$ cat config.mk
export PLATFORM = sky130hd
export DESIGN_NAME = vga_frame_ctrl
export DESIGN_NICKNAME = d
export VERILOG_FILES = /design/src/rtl/vga_frame_ctrl.sv
export SDC_FILE = /design/constraint.sdc
export NUM_CORES = 1
export LEC_CHECK = 0
export ABC_AREA = 1
export CORE_MARGIN = 2
export CORE_UTILIZATION = 47
export DETAILED_ROUTE_END_ITERATION = 8
export HOLD_SLACK_MARGIN = 0.06
export PLACE_DENSITY = 0.87
export REMOVE_ABC_BUFFERS = 1
export SLEW_MARGIN = 5
export SYNTH_ARGS = -nofsm -noshare
export SYNTH_HDL_FRONTEND = slang
export SYNTH_SLANG_ARGS = --single-unit
$ cat constraint.sdc
create_clock -name vga_clk -period 2.5 [get_ports vga_clk]
set_input_delay 0.625 -clock vga_clk [delete_from_list [all_inputs] [get_ports vga_clk]]
set_output_delay 0.625 -clock vga_clk [all_outputs]
set_load 0.1 [all_outputs]
$ cat src/rtl/vga_frame_ctrl.sv
// VGA raster timing with one-cycle-early pixel request, rgb gating and a
// frame-synchronous test-pattern scheduler (auto-advance or key pulse).
module vga_frame_ctrl #(
    parameter int H_SYNC         = 96,
    parameter int H_BACK         = 48,
    parameter int H_VALID        = 640,
    parameter int H_FRONT        = 16,
    parameter int V_SYNC         = 2,
    parameter int V_BACK         = 33,
    parameter int V_VALID        = 480,
    parameter int V_FRONT        = 10,
    parameter int N_PATTERNS     = 4,
    parameter int PAT_W          = 2,
    parameter int FRAMES_PER_PAT = 60
) (
    input  logic             vga_clk,
    input  logic             sys_rst,
    input  logic [23:0]      pix_data,
    input  logic             auto_en,
    input  logic             next_pat,
    output logic [9:0]       pix_x,
    output logic [9:0]       pix_y,
    output logic             hsync,
    output logic             vsync,
    output logic [23:0]      rgb,
    output logic             rgb_valid,
    output logic             frame_start,
    output logic [PAT_W-1:0] pat_sel
);

    localparam int H_TOTAL = H_SYNC + H_BACK + H_VALID + H_FRONT;
    localparam int V_TOTAL = V_SYNC + V_BACK + V_VALID + V_FRONT;
    localparam int HW      = $clog2(H_TOTAL);
    localparam int VW      = $clog2(V_TOTAL);
    localparam int FW      = $clog2(FRAMES_PER_PAT + 1);

    localparam logic [HW-1:0] H_LAST = HW'(H_TOTAL - 1);
    localparam logic [HW-1:0] H_SY   = HW'(H_SYNC);
    localparam logic [HW-1:0] H_ACT  = HW'(H_SYNC + H_BACK);
    localparam logic [HW-1:0] H_END  = HW'(H_SYNC + H_BACK + H_VALID);
    localparam logic [HW-1:0] H_RQ   = HW'(H_SYNC + H_BACK - 1);
    localparam logic [HW-1:0] H_RQE  = HW'(H_SYNC + H_BACK + H_VALID - 1);
    localparam logic [VW-1:0] V_LAST = VW'(V_TOTAL - 1);
    localparam logic [VW-1:0] V_SY   = VW'(V_SYNC);
    localparam logic [VW-1:0] V_ACT  = VW'(V_SYNC + V_BACK);
    localparam logic [VW-1:0] V_END  = VW'(V_SYNC + V_BACK + V_VALID);
    localparam logic [FW-1:0] FC_LAST  = FW'(FRAMES_PER_PAT - 1);
    localparam logic [PAT_W-1:0] P_LAST = PAT_W'(N_PATTERNS - 1);

    logic [HW-1:0]    cnt_h_q, cnt_h_d;
    logic [VW-1:0]    cnt_v_q, cnt_v_d;
    logic [FW-1:0]    frame_cnt_q, frame_cnt_d;
    logic [PAT_W-1:0] pat_sel_q, pat_sel_d;
    logic             pend_q, pend_d;
    logic             frame_start_q, frame_start_d;
    logic             h_end, frame_end, auto_hit, pend_any;
    logic             h_act, v_act, h_req;

    always_comb begin
        h_end     = (cnt_h_q == H_LAST);
        frame_end = h_end && (cnt_v_q == V_LAST);
        cnt_h_d   = h_end ? '0 : cnt_h_q + HW'(1);
        cnt_v_d   = cnt_v_q;
        if (h_end)
            cnt_v_d = (cnt_v_q == V_LAST) ? '0 : cnt_v_q + VW'(1);

        // A key pulse landing on the frame-end cycle still counts for this boundary.
        auto_hit      = auto_en && (frame_cnt_q == FC_LAST);
        pend_any      = pend_q | next_pat;
        pend_d        = pend_any;
        frame_cnt_d   = frame_cnt_q;
        pat_sel_d     = pat_sel_q;
        frame_start_d = frame_end;
        if (frame_end) begin
            if (pend_any || auto_hit) begin
                pat_sel_d   = (pat_sel_q == P_LAST) ? '0 : pat_sel_q + PAT_W'(1);
                frame_cnt_d = '0;
                pend_d      = 1'b0;
            end else if (auto_en) begin
                frame_cnt_d = frame_cnt_q + FW'(1);
            end
        end
    end

    always_ff @(posedge vga_clk or posedge sys_rst) begin
        if (sys_rst) begin
            cnt_h_q       <= '0;
            cnt_v_q       <= '0;
            frame_cnt_q   <= '0;
            pat_sel_q     <= '0;
            pend_q        <= 1'b0;
            frame_start_q <= 1'b0;
        end else begin
            cnt_h_q       <= cnt_h_d;
            cnt_v_q       <= cnt_v_d;
            frame_cnt_q   <= frame_cnt_d;
            pat_sel_q     <= pat_sel_d;
            pend_q        <= pend_d;
            frame_start_q <= frame_start_d;
        end
    end

    // Request window leads the visible window by one column to cover the
    // generator's registered latency.
    assign h_act = (cnt_h_q >= H_ACT) && (cnt_h_q < H_END);
    assign h_req = (cnt_h_q >= H_RQ) && (cnt_h_q < H_RQE);
    assign v_act = (cnt_v_q >= V_ACT) && (cnt_v_q < V_END);

    assign hsync       = (cnt_h_q < H_SY);
    assign vsync       = (cnt_v_q < V_SY);
    assign rgb_valid   = h_act && v_act;
    assign rgb         = rgb_valid ? pix_data : 24'h0;
    assign pix_x       = (h_req && v_act) ? 10'(cnt_h_q - H_RQ) : 10'h3FF;
    assign pix_y       = (h_req && v_act) ? 10'(cnt_v_q - V_ACT) : 10'h3FF;
    assign frame_start = frame_start_q;
    assign pat_sel     = pat_sel_q;

endmodule
==> metrics.csv <==
metric;value;unit
die area;5891;um2
Min-Delay Path Depth;2;
CTS Buffer Depth;2;
nets;524;
top cells by count, synth;nand2_1, inv_1, nor2_1;
pwr/cell area;207.8;nW/um2
Root Buffer;clkbuf_8;
Seq cells post-synth;30;
Via density;5.968;
Tot Pwr;0.0009479;W
Pint;0.0007186;W
Seq pwr share;0.512;
vias;3342;
hold_buf cts;0;
IO Pins;78;
Die Y;76.75;um
outcome;finished with violations;
Cell Rows;26;
most frequent cell after synthesis;nand2_1;
cells after synthesis;382;
WP data arrival;2160;ps
CTS sink cnt;30;
most area-hungry cell type in the Yosys netlist;dfrtp_1;
post-synth cell types;29;
Setup WS post-layout;-289.5;ps
slew margin rel.;0.6918;
Post-synth EDFFs;0;
crit share post-route;1.116;
grt ovf;0;
Hold Crit Class;register to register;
switching pwr;0.0002293;W
synthesized cell area;2487;um2
hold endpoint;pat_sel[1];
Final Max Tran Viols;0;
gpl congestion;0.9454;
Core Area;5107;um2
main flop type after synthesis;dfrtp_1;
Worst Setup End Kind;output pin;
CTS Buf Count;5;
TritonRoute pass-1 iters;5;
Tot GR Track Use;0.3122;
FMAX;358.5;MHz
Synth-to-Final Area Change;83.40;%
initial antenna violation count;0;
# DRC;0;
violated checks;setup timing;
R2R cell count;10;
Post-synth ARST share;1.000;
H-tree depth;2;
Fin. Hold Viols;0;
switch share;0.2419;
required time of the critical path;1880;ps
maxcap violations;0;
CTS tree;done;
Leak Pwr;2.377;nW
ranking of synthesized cells by area;dfrtp_1, nand2_1, inv_1;
CP Launch Type;register;
post-route ant nets;0;
clock share of power;0.401;
setup violators final;45;
vias in the first global route;3028;
clk_lat worst skew;290;ps
DR WL/cell;22.02;um
Max VDD drop;311.8;uV
synth warn;0;
Gate power share;0.087;
top cell type's share of synthesized area;0.3018;
Avg Inst Size Synth;6.511;um2
Final min period;2790;ps
register area share after synthesis;0.3018;
worst-path fanout max;7;
Port Buffers;77;
Hold WS;535.7;ps
initial DRC count;446;
RSZ-0062 raised after global routing;true;
Reg2Reg Launch Point;cnt_v_q[0];
hpwl dp;5.688;mm
die width;76.75;um
WS Path Type;register to output pin;
initial core utilization;0.4870;
post-layout util;0.8932;
ratio of cells with drive above 1 in the final layout;0.3714;
pin count of the biggest net entering global routing;31;
RR Endpoint;frame_cnt_q[1];
Final Skew;7.137;ps
FF-to-FF setup slack;390;ps
drt total wl;12.33;mm
Hold Startpoint;pat_sel[1];
Reg clk slew, reported paths;70;ps
Slew @ Worst Pin;460.7;ps
Ant. Diodes;0;
first-pass GRT wire length;14.81;mm
layout make-up:
cell class,instances,area (um2)
fill,193,545.5
tap,70,87.58
multi-input combinational,270,1837
clock buffer,7,76.32
inverter,75,284.0
timing repair buffer,108,1515
sequential,30,762.0
metal layers:
| layer | track usage | up-vias | share of wire |
|---|---|---|---|
| met3 | 0.09647 | 101 | 0.12 |
| met4 | 0.1655 | 0 | 0.071 |
| li1 | - | 1378 | - |
| met1 | 0.3383 | 1543 | 0.34 |
| met5 | 0 | - | 0 |
| met2 | 0.5430 | 320 | 0.47 |
worst max-delay path by stage:
| stage | end | start | cells past startpoint |
|---|---|---|---|
| 6_report | rgb[16] | cnt_h_q[8] | 8 |
| 3_5_place_dp | pix_x[7] | cnt_v_q[0] | 12 |
| 4_1_cts | pix_y[5] | cnt_h_q[1] | 11 |
| 5_1_grt | pix_x[9] | cnt_v_q[4] | 10 |
| 2_1_floorplan | vsync | cnt_v_q[6] | 3 |
| 3_3_place_gp | pix_y[6] | cnt_v_q[0] | 12 |
kinds of logic after synthesis:
family | Yosys count | synth area share
AOI/OAI and AO/OA | 16 | 0.03421
and+or+nand+nor | 231 | 0.4326
adders and majority gates | 6 | 0.03018
xor gates and xnor gates | 14 | 0.04930
buffers and inverters | 85 | 0.1519
DFF | 30 | 0.3018
timing repair:
item,CTS,global route
pin swaps,12,8
endpoints found under the hold margin,0,0
endpoints found under the setup margin,45,45
gates resized for setup,84,47
setup buffers,12,8
gates cloned,2,2
flip-flops by register name, summed over array words and instances, names as in the netlist:
signal and cells:
cnt_h_q 10, pat_sel 2, frame_cnt_q 6, pend_q 1, cnt_v_q 10, frame_start 1
critical path: stages (launching register included):
cell and delay, ps:
dfrtp_1 510, nand2_2 200, a21oi_1 370, inv_1 120, nand2_1 150, inv_4 130
nand2_8 160, nor2_4 60, buf_12 160
power groups by stage:
stage          sequential [W]  clock [W]  combinational [W]
2_1_floorplan        0.000494          0          0.0000145
3_3_place_gp         0.000494          0          0.0000622
3_5_place_dp         0.000494          0          0.0000646
4_1_cts              0.000485   0.000377          0.0000673
5_1_grt              0.000485   0.000405          0.0000861
6_report             0.000485   0.000380          0.0000820
metrics by stage:
step	TNS, ps	cell area (um2)	worst slack [ps]	std cells
after floorplan	-23790	2391	-1661	372
after global placement	0	3787	183.1	529
after detailed placement	0	3787	68.50	529
after CTS	-981.6	4264	-58.57	550
after global routing	-11980	4562	-305.7	560
final	-11150	4562	-289.5	560
layout by cell type, fill, tap and decap left out:
cell type	n
nand3_1	29
buf_8	1
inv_4	1
nand2_4	21
o21ai_0	10
buf_12	50
nor4_1	2
ha_4	2
nor2_1	33
nor3_1	1
dfrtp_2	9
nor2_4	31
inv_2	6
clkdlybuf4s50_1	27
a21oi_1	4
nand4_4	3
clkbuf_1	2
xnor2_1	1
nor3b_1	1
dfrtp_1	21
clkbuf_8	5
nand4_1	9
nand3_2	1
ha_1	4
a31oi_1	1
nor2_2	4
nand3b_1	1
nand2_8	4
nand2_1	81
buf_6	1
xor2_1	13
nor2_8	1
buf_4	29
inv_1	68
nand2_2	12
a21oi_4	1
(Power assumes the default switching activity.)
